**src/rtl/imgpre_frame_ctrl.sv**
```systemverilog
// Frame sequencer in front of the imgpreProcess pipeline: gates RGB input into whole lines,
// inserts idle gaps and flush lines, counts output pixels. Optional macro: IMGPRE_DRAIN_TIMEOUT_EN.
module imgpre_frame_ctrl #(
  parameter int         GAP_CYCLES    = 2,
  parameter int         FLUSH_LINES   = 2,
  parameter logic [7:0] PAD_VALUE     = 8'd0,
  parameter int         DRAIN_TIMEOUT = 8192
) (
  input  logic        clk,
  input  logic        rst_n,
  input  logic        start,
  input  logic [11:0] img_width,
  input  logic [11:0] img_height,
  input  logic        s_valid,
  output logic        s_ready,
  input  logic [7:0]  s_r,
  input  logic [7:0]  s_g,
  input  logic [7:0]  s_b,
  output logic        pp_din_valid,
  output logic [7:0]  pp_r,
  output logic [7:0]  pp_g,
  output logic [7:0]  pp_b,
  output logic [11:0] pp_img_width,
  input  logic        pp_dout_valid,
`ifdef IMGPRE_DRAIN_TIMEOUT_EN
  output logic        err_timeout,
`endif
  output logic        busy,
  output logic        frame_done,
  output logic        err_cfg,
  output logic [23:0] out_cnt,
  output logic [11:0] line_idx
);

  typedef enum logic [2:0] {
    S_IDLE, S_LINE, S_GAP, S_FLUSH, S_DRAIN, S_DONE
  } state_t;

  generate
    if (GAP_CYCLES < 1 || FLUSH_LINES < 0 || DRAIN_TIMEOUT < 1) begin : g_bad_cfg
      $error("imgpre_frame_ctrl: GAP_CYCLES and DRAIN_TIMEOUT must be >= 1");
    end
  endgenerate

  state_t      state, next_state;
  logic [11:0] h_q;
  logic [11:0] pix_cnt;
  logic [15:0] gap_cnt;

  logic        cfg_ok, accept, hs, last_pix, gap_last, drain_done;
  logic [12:0] line_ext, h_ext, flush_end;
  logic [23:0] frame_pix;

  assign s_ready    = (state == S_LINE);
  assign busy       = (state != S_IDLE);
  assign frame_done = (state == S_DONE);

  assign cfg_ok     = (img_width >= 12'd3) && (img_height >= 12'd3);
  assign accept     = (state == S_IDLE) && start && cfg_ok;
  assign hs         = s_valid && s_ready;
  assign last_pix   = (pix_cnt == pp_img_width - 12'd1);
  assign gap_last   = (gap_cnt == 16'(GAP_CYCLES - 1));
  assign line_ext   = {1'b0, line_idx};
  assign h_ext      = {1'b0, h_q};
  assign flush_end  = h_ext + 13'(FLUSH_LINES);
  assign frame_pix  = 24'(pp_img_width) * 24'(h_q);
  assign drain_done = (out_cnt >= frame_pix);

`ifdef IMGPRE_DRAIN_TIMEOUT_EN
  localparam int DW = $clog2(DRAIN_TIMEOUT + 1);
  logic [DW-1:0] drain_cnt;
  logic          drain_expired;

  assign drain_expired = (drain_cnt == DW'(DRAIN_TIMEOUT - 1));
`endif

  always_ff @(posedge clk or negedge rst_n) begin
    if (!rst_n) state <= S_IDLE;
    else        state <= next_state;
  end

  // NOTE: next_state gets its default before the case so every path assigns it and no latch is inferred.
  always_comb begin
    next_state = state;
    case (state)
      S_IDLE:  if (accept) next_state = S_LINE;
      S_LINE:  if (hs && last_pix) next_state = S_GAP;
      S_GAP: begin
        if (gap_last) begin
          if (line_ext < h_ext)          next_state = S_LINE;
          else if (line_ext < flush_end) next_state = S_FLUSH;
          else                           next_state = S_DRAIN;
        end
      end
      S_FLUSH: if (last_pix) next_state = S_GAP;
      S_DRAIN: begin
        if (drain_done) next_state = S_DONE;
`ifdef IMGPRE_DRAIN_TIMEOUT_EN
        else if (drain_expired) next_state = S_DONE;
`endif
      end
      S_DONE:  next_state = S_IDLE;
      default: next_state = S_IDLE;
    endcase
  end

  // NOTE: sequential state uses non-blocking assignments only, so every register samples pre-edge values.
  always_ff @(posedge clk or negedge rst_n) begin
    if (!rst_n) begin
      pp_din_valid <= 1'b0;
      pp_r         <= 8'd0;
      pp_g         <= 8'd0;
      pp_b         <= 8'd0;
      pp_img_width <= 12'd0;
      h_q          <= 12'd0;
      err_cfg      <= 1'b0;
      line_idx     <= 12'd0;
      pix_cnt      <= 12'd0;
      gap_cnt      <= 16'd0;
    end else begin
      pp_din_valid <= 1'b0;
      case (state)
        S_IDLE: begin
          if (start) begin
            if (cfg_ok) begin
              pp_img_width <= img_width;
              h_q          <= img_height;
              err_cfg      <= 1'b0;
              line_idx     <= 12'd0;
              pix_cnt      <= 12'd0;
              gap_cnt      <= 16'd0;
            end else begin
              err_cfg <= 1'b1;
            end
          end
        end
        S_LINE: begin
          if (hs) begin
            pp_din_valid <= 1'b1;
            pp_r         <= s_r;
            pp_g         <= s_g;
            pp_b         <= s_b;
            if (last_pix) begin
              pix_cnt  <= 12'd0;
              line_idx <= line_idx + 12'd1;
              gap_cnt  <= 16'd0;
            end else begin
              pix_cnt <= pix_cnt + 12'd1;
            end
          end
        end
        S_GAP: gap_cnt <= gap_last ? 16'd0 : gap_cnt + 16'd1;
        S_FLUSH: begin
          pp_din_valid <= 1'b1;
          pp_r         <= PAD_VALUE;
          pp_g         <= PAD_VALUE;
          pp_b         <= PAD_VALUE;
          if (last_pix) begin
            pix_cnt  <= 12'd0;
            line_idx <= line_idx + 12'd1;
            gap_cnt  <= 16'd0;
          end else begin
            pix_cnt <= pix_cnt + 12'd1;
          end
        end
        default: ;
      endcase
    end
  end

  // Output pixels are only meaningful inside a frame; the count holds after DONE for inspection.
  always_ff @(posedge clk or negedge rst_n) begin
    if (!rst_n)                                       out_cnt <= 24'd0;
    else if (accept)                                  out_cnt <= 24'd0;
    else if (busy && pp_dout_valid && out_cnt != '1) out_cnt <= out_cnt + 24'd1;
  end

`ifdef IMGPRE_DRAIN_TIMEOUT_EN
  always_ff @(posedge clk or negedge rst_n) begin
    if (!rst_n) begin
      drain_cnt   <= '0;
      err_timeout <= 1'b0;
    end else begin
      drain_cnt <= (state == S_DRAIN) ? drain_cnt + DW'(1) : '0;
      if (accept)
        err_timeout <= 1'b0;
      else if (state == S_DRAIN && !drain_done && drain_expired)
        err_timeout <= 1'b1;
    end
  end
`endif

endmodule
```
**config.mk**
```make
export PLATFORM = sky130hd
export DESIGN_NAME = imgpre_frame_ctrl
export DESIGN_NICKNAME = d
export VERILOG_FILES = /design/src/rtl/imgpre_frame_ctrl.sv
export SDC_FILE = /design/constraint.sdc
export NUM_CORES = 1
export LEC_CHECK = 0
export CAP_MARGIN = 20
export CORE_MARGIN = 2
export CORE_UTILIZATION = 64
export CTS_BUF_LIST = sky130_fd_sc_hd__clkbuf_8
export DETAILED_ROUTE_END_ITERATION = 12
export GPL_TIMING_DRIVEN = 0
export PLACE_DENSITY = 0.89
export SLEW_MARGIN = 20
export SYNTH_ARGS = -nofsm -noshare
export SYNTH_HDL_FRONTEND = slang
export SYNTH_SLANG_ARGS = --single-unit
export TNS_END_PERCENT = 20
```
**constraint.sdc**
```tcl
create_clock -name clk -period 15.1 [get_ports clk]
set_input_delay 2.265 -clock clk [delete_from_list [all_inputs] [get_ports clk]]
set_output_delay 2.265 -clock clk [all_outputs]
set_load 0.01 [all_outputs]
```
# [After elaboration in Yosys (flattened, before gate mapping)]
# Index checks and enable logic that the tools add are counted.
[totals] out_inout_bits=77 mem_bits_rw=0 inputBits=53 memories=0 latchBits=0 word_cells=92 mem_bits_ro=0 regBits=117
[op_classes] magnitude_cmp=5 n_mux=33 mul=1 reduce_logical=19 addsub=6 n_eq_ne=16 n_bitwise=0 shifts=0 n_div=0
[op_table] op="$mux W16" n=5
[op_table] op="$mux W12" n=6
[op_table] op="$pmux W12 S3" n=2
[op_table] op="$pmux W16 S4" n=1
[op_table] op="$mux W24" n=2
[op_table] op="$pmux W8 S2" n=3
[op_table] op="$add A12 B1 Y12 const B" n=2
[op_table] op="$add A24 B1 Y24 const B" n=1
[op_table] op="$ge A12 B2 Y1 const B" n=2
[op_table] op="$ge A24 B24 Y1" n=1
[op_table] op="$mul A12 B12 Y24" n=1
[op_table] op="$mux W8" n=3
[op_table] op="$ne A24 B24 Y1 const B" n=1
[op_table] op="$mux W3" n=7
[op_table] op="$add A16 B1 Y16 const B" n=1
[op_table] op="$eq A16 B1 Y1 const B" n=1
[op_table] op="$pmux W3 S5" n=1
[op_table] op="$add A12 B2 Y13 const B" n=1
[op_table] op="$lt A12 B13 Y1" n=1
[op_table] op="$eq A12 B12 Y1" n=1
[op_table] op="$lt A12 B12 Y1" n=1
[op_table] op="$ne A2 B2 Y1 const B" n=6
[op_table] op="$sub A12 B1 Y12 const B" n=1
[op_table] op="$reduce_and A4 Y1" n=2
[op_table] op="other kinds (14)" n=27

# [Longest topological paths before layout]
[depth] ltp_word=6 ltp_mapped=29 ltp_nobuf=28

# [Least setup slack after synthesis]
# Ideal clock, no wire load.
[synth_timing] kind="reg2reg" from="register pp_img_width[3]" to="register state[0]" required_time_ps=14979 path_stages_with_launch=25 n_path_buf=1 setup_ps=121 slack_ps=8696 period_less_slack_ps=6404 t_arrival_ps=6283 path_cell_list="dfrtp_1 clkbuf_1 inv_1 nor2_1 fa_1 fa_1 fa_1 fa_1 inv_1 fa_1 inv_1 ha_1 a21oi_1 a21oi_1 nor2_1 o41a_1 a211oi_1 o31ai_1 o21ai_0 a21oi_1 xnor2_1 ha_1 a2111oi_0 o21ai_0 a22o_1"
[synth_via] elab_chain_len=5 word_cells_on_any_way=9 classes_between="1 x add/sub; 1 x mul; 1 x order compare; 4 x eq/ne; 2 x reduce/logical"
[synth_rtl] element="start: declaration" line="23" source="output logic [11:0] pp_img_width,"
[synth_rtl] element="start signal: assignment" line="126" source="pp_img_width <= img_width;"
[synth_rtl] element="branches (longest 4 deep; another with $mul A12 B12 Y24)"
[synth_rtl] element="$reduce_and A5 Y1 (no line) (*)"
[synth_rtl] element="end signal: assignment" line="79" source="else state <= next_state;"
[synth_rtl] element="end: declaration" line="45" source="state_t state, next_state;"
# Every way passes the cells marked *.
# A chain may end at the register's enable or synchronous reset.

# [Worst setup path after layout]
# Ends and elaborated chain as after synthesis.

==> metrics.md <==
| Metric | Value |
|---|---|
| Critical Path Sink | state[0] |
| Syn_nets | 1,563 |
| # H-tree levels | 4 |
| Pin count of the biggest net entering global routing | 74 |
| Share of cells above drive strength 1 | 0.03638 |
| R2R Setup Slk | 7.29 ns |
| Total number of vias | 10,280 |
| Worst hold path class | reg2reg |
| Vias in the first global route | 10,520 |
| Initial Utilization | 0.6574 |
| Top Usage Layer GRT | met2 |
| Post-synthesis cell count | 1,295 |
| Largest area contributor in the netlist | dfrtp_1 |
| Min Clock Period, post-route | 7.814 ns |
| Ys async rst share | 1.000 |
| Synth warnings | 0 |
| Slew @ Worst Pin | 0.8476 ns |
| Slew Limit Fails | 0 |
| #FFs+latches synth | 117 |
| DRT iter0 DRCs | 826 |
| GRT Util Overall | 0.3521 |
| Clock sink count | 117 |
| Clk_lat worst skew | 0.45 ns |
| Kind of critical path | reg2reg |
| Final RePlAce weighted congestion | 0.9400 |
| Met1 Use GR | 0.4439 |
| Diode count | 0 |
| Crit-path max cell delay | 0.57 ns |
| Post-synth EDFFs | 0 |
| Hold-fix buffers at CTS | 0 |
| Grt met2 use | 0.5694 |
| Share of the synthesized area in the top cell type | 0.2557 |
| Post-CTS resize count | 0 |
| Remaining antenna violation count | 0 |
| RSZ-0062 raised after global routing | no |
| Synth cell types | 61 |
| Clock root cell | clkbuf_8 |
| Die X | 137.8 um |
| Crit path max fanout | 10 |
| Critical Path AT | 8.16 ns |
| Synthesized area | 11,450 um^2 |
| Clock slew at reported path FFs | 0.08 ns |
| WL final | 31,630 um |
| Fillers | 1,164 |
| Crit path buf inv count | 4 |
| Cell family with most CP delay | adder cells |
| Detailed Place HPWL | 24,020 um |
| Site Rows | 48 |
| Synth top area cells | dfrtp_1 26%, fa_1 17%, ha_1 13% |
| Nets | 1,712 |
| # IOs | 130 |
| Clock Path Buffers | 2 |
| Die area | 18,980 um^2 |
| FF-to-FF Start | pp_img_width[3] |
| Status | complete, no violations |
| First-pass GRT wire length | 51,610 um |
| Grt ovf | 0 |
| Max-cap violations | 0 |
| Port bufs | 129 |
| Die Y | 137.8 um |
| Worst slew margin | 0.4311 |
| Initial antenna violation count | 0 |
| Tcrit/Tclk final | 0.5175 |
| Routing usage on met3 | 0.09529 |
| # setup viols final | 0 |
| CP max stage cell | fa_1 |
| Clock skew | 0.009494 ns |
| Register area share after synthesis | 0.2557 |
| Setup tns final | 0 ns |
| Total CTS buffers | 17 |
| CP Launch Type | flip-flop |
| Post-synth top flop | dfrtp_1 |
| # Post-CTS Setup Buffers | 0 |
| Fmax | 0.1280 GHz |
| Total stage count of the critical path | 24 |
| Crit. Startpoint | pp_img_width[3] |
| Drt pass-1 iters | 5 |
| R2r endpoint | state[0] |
| Avg WL per Cell | 18.80 um |
| CP Cell Sequence | clkbuf_1 > inv_1 > nor2_1 > fa_1 > fa_1 > fa_1 > fa_1 > inv_1 > fa_1 > inv_1 > ha_1 > a21oi_1 > a21oi_1 > nor2_1 > o41a_1 > a211oi_1 > o31ai_1 > o21ai_0 > a21oi_1 > xnor2_1 > ha_1 > a2111oi_0 > o21ai_0 > a22o_1 |
| CTS tree | built |
| R2R depth | 24 |
| CORE AREA | 17,420 um^2 |
| Vias per cell | 6.109 |
| CP most frequent cell | fa_1 |
| DR DRC count | 0 |
| Hold Fails Final Rpt | 0 |
| CP required | 15.44 ns |
| Syn Area/Cell | 8.841 um^2 |
| Synth-to-Final Area Change | 17.80% |
| CP Capture Type | flip-flop |
## state kept, by name (all words and copies together) (netlist names)
signal / count
h_q: 12
out_cnt: 24
line_idx: 12
pix_cnt: 12
gap_cnt: 16
pp_g: 8
state: 3
pp_img_width: 12
err_cfg: 1
pp_din_valid: 1
pp_b: 8
pp_r: 8
## worst min-delay path by stage
stage	from	end	cells past startpoint
finish	pp_r[7]	pp_r[7]	1
global route	pp_b[5]	pp_b[5]	1
CTS	pp_r[7]	pp_r[7]	1
detailed placement	err_cfg	err_cfg	2
global placement	pp_r[4]	pp_r[4]	1
floorplan	gap_cnt[6]	gap_cnt[6]	1
## Yosys cell counts, types with 12 or more instances
library cell and n:
a21oi_1 45, a22o_1 26, and2_1 43, and3_1 18, clkbuf_1 50, dfrtp_1 117, fa_1 100, ha_1 115
inv_1 168, nand2_1 174, nand2b_1 13, nand3_1 39, nand4_1 25, nor2_1 84, nor3_1 17, nor4_1 12
o21ai_0 49, xnor2_1 34, xor2_1 49
## cell usage in the layout (no fill, tap or decap), types with 21 or more instances in the layout
cell,count
dfrtp_1,117
inv_1,168
xor2_1,49
a22o_1,26
clkbuf_1,50
a21oi_1,45
nand4_1,25
o21ai_0,49
fa_1,100
clkbuf_8,21
ha_1,115
clkdlybuf4s50_1,128
nor2_1,84
nand3_1,39
nand2_1,174
xnor2_1,34
and2_1,43
## stage by stage
step                      instance area, um^2    util  cells  setup slack [ns]  hold slack (ns)
final                                   13490  0.7744   1682             7.286           0.5084
after global routing                    13490  0.7744   1682             6.887           0.5158
after CTS                               13490  0.7744   1682             7.491           0.5108
after detailed placement                13050  0.7494   1650             7.604           0.4814
after global placement                  13020  0.7477   1649             7.258           0.4903
after floorplan                         11450       -   1295             8.696           0.4867
## cell type report
class	instances	area (um^2)	area share
Buffer	56	226.5	0.01679
Timing Repair Buffer	130	1320	0.09787
Clock inverter	11	147.6	0.01095
Clock buffer	21	289.0	0.02143
Multi-Input combinational cell	952	7657	0.5677
Tap cell	225	281.5	0.02087
Sequential cell	117	2928	0.2171
Inverter	170	638.1	0.04731
## logic make-up after synthesis
group / share of synthesized area
adder cells (fa/ha/maj): 0.3005
XOR/XNOR: 0.06349
AND/OR/NAND/NOR: 0.1947
AO/OA/AOI/OAI: 0.1074
multiplexers: 0.002623
flip-flops: 0.2557
buffers and inverters: 0.07551
## per-layer routing
layer | vias up | wire [um]
li1 | 4581 | -
met1 | 4961 | 11880
met2 | 597 | 15100
met4 | 0 | 1352
met5 | - | 0
met3 | 137 | 3302
Power is left out: the tool's default activity adds up to more than one toggle a clock period on the data nets, which glitch-free logic cannot reach.
